### src/rtl/fetch_unit.sv
`default_nettype none
// ============================================================================
// Module   : fetch_unit
// Purpose  : RV32I instruction fetch stage. Issues word fetches for the
//            current PC over a valid/ready request port, tracks in-flight
//            requests, buffers returned instructions with their PCs for
//            decode and computes the next PC for the program counter.
//            Branch/jump redirects flush the buffer and discard the
//            responses of requests that were already in flight.
// Ports    : clk, rst (sync, active-low)
//            pc / pc_next               - program counter register loop
//            redirect_valid/target      - taken branch/jump
//            imem_req_valid/ready/addr  - fetch request port
//            imem_rsp_valid/data        - in-order fetch response port
//            if_valid/ready/instr/pc    - instruction stream toward decode
// Params   : DEPTH - instruction buffer and address queue entries
//                    (power of two, >= 2)
// Revision : 1.0 - initial release
// ============================================================================
module fetch_unit #(
  parameter int DEPTH = 2
) (
  input  logic        clk,
  input  logic        rst,
  input  logic [31:0] pc,
  output logic [31:0] pc_next,
  input  logic        redirect_valid,
  input  logic [31:0] redirect_target,
  output logic        imem_req_valid,
  input  logic        imem_req_ready,
  output logic [31:0] imem_req_addr,
  input  logic        imem_rsp_valid,
  input  logic [31:0] imem_rsp_data,
  output logic        if_valid,
  input  logic        if_ready,
  output logic [31:0] if_instr,
  output logic [31:0] if_pc
);

  // Pointer width and counter width (counters must hold the value DEPTH).
  localparam int c_AW = $clog2(DEPTH);
  localparam int c_CW = c_AW + 1;
  localparam logic [c_CW:0] c_DEPTH = (c_CW + 1)'(DEPTH);

  // --------------------------------------------------------------------------
  // State
  // --------------------------------------------------------------------------
  logic [c_CW-1:0] r_out_cnt;    // accepted requests not yet answered
  logic [c_CW-1:0] r_drop_cnt;   // in-flight responses to throw away
  logic [c_CW-1:0] r_occ;        // instruction buffer occupancy

  logic [31:0]     r_aq_mem [DEPTH];
  logic [c_AW-1:0] r_aq_wr;
  logic [c_AW-1:0] r_aq_rd;

  logic [31:0]     r_buf_pc    [DEPTH];
  logic [31:0]     r_buf_instr [DEPTH];
  logic [c_AW-1:0] r_buf_wr;
  logic [c_AW-1:0] r_buf_rd;

  // --------------------------------------------------------------------------
  // Combinational control
  // --------------------------------------------------------------------------
  logic [31:0]   w_aligned_pc;
  logic          w_pop;
  logic          w_deq;
  logic [c_CW:0] w_committed;
  logic          w_credit;
  logic          w_req_valid;
  logic          w_accept;
  logic          w_push;
  logic          w_drop_rsp;
  logic          w_unused_tgt;

  assign w_aligned_pc = {pc[31:2], 2'b00};
  assign w_unused_tgt = ^redirect_target[1:0];

  // Raw pop feeds the credit check; a redirect cancels the actual dequeue
  // because the whole buffer is flushed that cycle anyway.
  assign w_pop = if_valid & if_ready;
  assign w_deq = w_pop & ~redirect_valid;

  // Slots already spoken for: every in-flight request will land in the
  // buffer (or be dropped), so a new request is only allowed while the
  // sum of in-flight and buffered entries leaves room for it.
  assign w_committed = {1'b0, r_out_cnt} + {1'b0, r_occ} - (c_CW + 1)'(w_pop);
  assign w_credit    = (w_committed < c_DEPTH);

  assign w_req_valid = rst & ~redirect_valid & w_credit;
  assign w_accept    = w_req_valid & imem_req_ready;

  // A response landing in the redirect cycle belongs to the old path.
  assign w_drop_rsp  = imem_rsp_valid & (r_drop_cnt != '0);
  assign w_push      = imem_rsp_valid & (r_drop_cnt == '0) & ~redirect_valid;

  always_comb begin
    pc_next = pc;
    if (rst) begin
      if (redirect_valid) begin
        pc_next = {redirect_target[31:2], 2'b00};
      end else if (w_accept) begin
        pc_next = pc + 32'd4;
      end
    end
  end

  assign imem_req_valid = w_req_valid;
  assign imem_req_addr  = w_aligned_pc;

  assign if_valid = (r_occ != '0);
  assign if_instr = r_buf_instr[r_buf_rd];
  assign if_pc    = r_buf_pc[r_buf_rd];

  // --------------------------------------------------------------------------
  // In-flight tracking: outstanding count, drop count, address queue
  // --------------------------------------------------------------------------
  always_ff @(posedge clk) begin
    if (!rst) begin
      r_out_cnt  <= '0;
      r_drop_cnt <= '0;
      r_aq_wr    <= '0;
      r_aq_rd    <= '0;
    end else begin
      r_out_cnt <= r_out_cnt + c_CW'(w_accept) - c_CW'(imem_rsp_valid);

      if (w_accept) begin
        r_aq_wr <= r_aq_wr + c_AW'(1);
      end
      // Dropped responses still consume their queue entry so that later
      // responses stay paired with the right PC.
      if (imem_rsp_valid) begin
        r_aq_rd <= r_aq_rd + c_AW'(1);
      end

      // No request is issued in a redirect cycle, so everything still
      // outstanding after this cycle's response is from the old path.
      if (redirect_valid) begin
        r_drop_cnt <= r_out_cnt - c_CW'(imem_rsp_valid);
      end else if (w_drop_rsp) begin
        r_drop_cnt <= r_drop_cnt - c_CW'(1);
      end
    end
  end

  always_ff @(posedge clk) begin
    if (w_accept) begin
      r_aq_mem[r_aq_wr] <= w_aligned_pc;
    end
  end

  // --------------------------------------------------------------------------
  // Instruction buffer
  // --------------------------------------------------------------------------
  always_ff @(posedge clk) begin
    if (!rst) begin
      r_occ    <= '0;
      r_buf_wr <= '0;
      r_buf_rd <= '0;
    end else if (redirect_valid) begin
      r_occ    <= '0;
      r_buf_wr <= '0;
      r_buf_rd <= '0;
    end else begin
      r_occ <= r_occ + c_CW'(w_push) - c_CW'(w_deq);
      if (w_push) begin
        r_buf_wr <= r_buf_wr + c_AW'(1);
      end
      if (w_deq) begin
        r_buf_rd <= r_buf_rd + c_AW'(1);
      end
    end
  end

  // Payload storage needs no reset: entries are only read while valid.
  always_ff @(posedge clk) begin
    if (w_push) begin
      r_buf_pc[r_buf_wr]    <= r_aq_mem[r_aq_rd];
      r_buf_instr[r_buf_wr] <= imem_rsp_data;
    end
  end

endmodule
`default_nettype wire

### config.mk
export PLATFORM = sky130hd
export DESIGN_NAME = fetch_unit
export DESIGN_NICKNAME = d
export VERILOG_FILES = /design/src/rtl/fetch_unit.sv
export SDC_FILE = /design/constraint.sdc
export NUM_CORES = 1
export LEC_CHECK = 0
export BUFFER_PORTS_ARGS = -buffer_cell sky130_fd_sc_hd__buf_2
export CAP_MARGIN = 10
export CORE_MARGIN = 10
export CORE_UTILIZATION = 57
export DETAILED_ROUTE_END_ITERATION = 8
export PLACE_DENSITY = 0.83
export SYNTH_ARGS = -nofsm -noshare
export SYNTH_HDL_FRONTEND = slang
export SYNTH_SLANG_ARGS = --single-unit
### constraint.sdc
create_clock -name clk -period 9.9 [get_ports clk]
set_input_delay 2.97 -clock clk [delete_from_list [all_inputs] [get_ports clk]]
set_output_delay 2.97 -clock clk [all_outputs]
set_load 0.01 [all_outputs]
==> results.toml <==
[power]
p_comb_share_pct = 12.0
vdd_drop_max_uv = 129
p_seq_share_pct = 50.7
power_density_nw_per_um2 = 181
sw_frac_of_total_pct = 23.6
power_switching_w = 0.000446
internal_power_w = 0.00144
leakagePower_nw = 3.88
power.share.clock_pct = 37.3

[critical_path]
crit_buf_inv = 3
required_ns = 6.93
slowest_delay_ns = 0.71
path_class = "in2out"
cp-end-kind = "primary output"
reg2reg_to = "r_out_cnt[1]"
r2r-start = "r_occ[1]"
crit_fanout = 9
r2r_setup_slack_ns = 6.75
worst_path_max_delay_cell = "nor3_1"
cp-start-kind = "primary input"
cp.arrival_ns = 6.03
critPathTopFamily = "simple AND/OR/NAND/NOR gates"
path_cells = "buf_2 > nand2_1 > inv_1 > ha_1 > nand2b_1 > fa_1 > and4b_1 > nand3_2 > nor3_1 > a311oi_1 > a311oi_1 > buf_2"
r2r_cells = 14

[timing]
fin_crit_sh_pct = 91.0
relSlewSlack_pct = 43.5
worst_pin_slew_ns = 0.846
tns_ns = 0
hold_ws_ns = 0.507
hold_viol = 0
setup_viol = 0
skew_ns = 0.00817
rsz0062_at_grt = "false"
fin_crit_ns = 9.00
fmax_ghz = 0.111
slew_viol_final = 0

[synthesis]
synth.avg_cell_area_um2 = 14.8
seq_area_frac_synth_pct = 66.0
synthFlopType = "edfxtp_1"
synth_top_area_share_pct = 63.3
yosys-top-cells-area = "edfxtp_1 63%, mux2_2 12%, buf_4 3.0%"
synthArstFlopShare_pct = 0
yosys.area.top_type = "edfxtp_1"
synth.ff_latch_count = 196
synth_cells = 590
synthesis.area_um2 = 8730
ys_types = 50
synth_edf_count = 184
yosysWarnings = 0

[layout]
syn_to_final_growth_pct = 19.3
nets = 893
diodes = 0
fill_cells = 1031
stdcell_area_um2 = 10400
regArea_um2 = 5770
multi_input_area_um2 = 2580
layout-drive-gt1-share_pct = 46.9

[die]
ios = 232
die-area_um2 = 20700
row_count = 45
core_um2 = 15100
die_h_um = 144
start_util_pct = 57.9
fp.dieW_um = 144

[global_routing]
grt_pass1_wl_um = 32000
grtUsageMet1_pct = 24.0
antenna_found_initial = 1
grt.overflow.total = 0
grt_usage_pct = 20.3
grt_start_max_net_pins = 63
gr-max-usage-layer = "met2"
first_global_vias = 5973
use_met2_pct = 34.0
grt_util_met3_pct = 5.78

[drt]
wire_per_inst_um = 21.8
firstDrtPassIters = 8
vias_per_cell = 5.81
drc = 0
vias = 5713
drtIter0Drc = 447
ant_nets = 0
wl_um = 21400

[hold_path]
holdPathStages = 2
hp-class = "reg2reg"
worstHoldStart = "r_buf_rd"

[clock_tree]
postCtsSetupRepairBufs = 0
clk_pin_slew_worst_paths_ns = 0.07
htreeDepth = 4
ctsHoldBuffers = 0
cts_buffers = 17
ctsResizeCount = 0
cts_root_buf = "clkbuf_16"
cts_buffer_depth = 2
insertion_delay_ns = 0.43
cts_sinks = 196
cts_tree = "built"

[place]
gp_congestion = 0.867
place_hpwl_um = 15000
io_buffers = 225
dpl-instance-area_um2 = 9810

[run_status]
outcome = "complete, no violations"

[job]
max-cap-violations = 0
[cell families (layout without fill, tap and decap cells)]
kind of cell             after synthesis  after routing  synth area share, %
XOR/XNOR                              22             22                 2.29
other                                  1              4               0.0429
adder cells (fa/ha/maj)                9              9                 1.38
AND/OR/NAND/NOR                      119            119                 7.54
flip-flops                           196            196                 66.0
multiplexers                          97             97                 12.4
buffers and inverters                 74            276                 4.74
AO/OA/AOI/OAI                         72             72                 5.56
[power by group through the flow]
stage               clock network (W)  logic, W  registers, W
floorplan                           0  0.000140      0.000972
global placement                    0  0.000218      0.000972
detailed placement                  0  0.000226      0.000975
CTS                          0.000712  0.000228      0.000956
global route                 0.000748  0.000247      0.000958
finish                       0.000704  0.000226      0.000956
[per-stage QoR]
step / utilization, % / setup slack [ns] / std cells / power (W)
finish: 69.1 / 0.895 / 983 / 0.00189
floorplan: - / 1.75 / 593 / 0.00111
CTS: 69.1 / 1.01 / 983 / 0.00190
detailed placement: 65.0 / 1.03 / 951 / 0.00120
global placement: 65.0 / 1.09 / 951 / 0.00119
global route: 69.1 / 0.754 / 983 / 0.00195
[worst register-to-register path, stage by stage, from the launching register on]
cell and delay (ns):
dfxtp_1 0.30, inv_1 0.10, nand2_1 0.09, nand2_1 0.14, inv_1 0.06, ha_1 0.26, nand2b_1 0.15, fa_1 0.54
nand4b_1 0.17, nor2_1 0.48, xor2_1 0.16, ha_1 0.23, xnor2_1 0.16, xnor2_1 0.13, nor2_1 0.06
[cell type report]
cell class              count  area share, %
multi-input cells         323           24.8
clock inverters            14           1.74
repair buffers            232           11.3
flip-flops and latches    196           55.3
well taps                 188           2.26
inverters                  12          0.432
clock buffers              18           4.12
[synth_stat cells, types with 2 or more instances]
master    count
buf_2         4
nor3_1       10
nand2_2       2
o221a_2       2
nand2_1      21
a311oi_1      5
nor2_1       26
a21oi_1      19
nor4_1        5
and4_1        7
a211oi_1      6
buf_4        35
o21ai_0       2
xor2_1        8
nand3_2       2
edfxtp_1    184
ha_1          8
nand2b_1      2
inv_1        12
and3_1        7
nand3_1      10
o22ai_1      26
a221o_1       2
and3_2        3
mux2_2       92
clkbuf_1     23
nand4_1       7
mux2i_1       5
or2_2         3
xnor2_1      13
and2_1        9
dfxtp_1      12
[metal layers]
| metal | routed length [um] | up-vias |
|---|---|---|
| met4 | 485 | 2 |
| met1 | 8440 | 2785 |
| li1 | - | 2604 |
| met3 | 1780 | 50 |
| met2 | 10700 | 272 |
| met5 | 7 | - |
[worst max-delay path by stage]
stage / end / startpoint / slack [ns] / depth (start not counted)
6_report: pc_next[25] / if_ready / 0.90 / 12
5_1_grt: pc_next[25] / if_ready / 0.75 / 12
3_3_place_gp: pc_next[25] / if_ready / 1.09 / 12
4_1_cts: pc_next[25] / if_ready / 1.01 / 12
2_1_floorplan: pc_next[29] / if_ready / 1.75 / 10
3_5_place_dp: pc_next[25] / if_ready / 1.03 / 12
[flip-flops by register name, summed over array words and instances (netlist names), named ones only]
register and flops:
r_out_cnt 2, r_buf_pc 60, r_buf_wr 1, r_occ 2
r_aq_rd 1, r_buf_rd 1, r_drop_cnt 2, r_buf_instr 64
r_aq_wr 1, r_aq_mem 60
[cells in the final DEF (no fill, tap or decap), drive strengths merged, types with 6 or more instances in the layout]
| cell type | instances |
|---|---|
| and2 | 9 |
| clkinv | 7 |
| nor4 | 6 |
| a21oi | 19 |
| inv | 14 |
| clkbuf | 18 |
| nand4 | 7 |
| nand3 | 12 |
| a211oi | 6 |
| xnor2 | 13 |
| dfxtp | 12 |
| mux2 | 92 |
| ha | 8 |
| and4 | 7 |
| nand2 | 23 |
| nor3 | 10 |
| edfxtp | 184 |
| nor2 | 26 |
| xor2 | 9 |
| buf | 232 |
| o22ai | 26 |
| and3 | 10 |
Power figures use the tool's default switching activity.
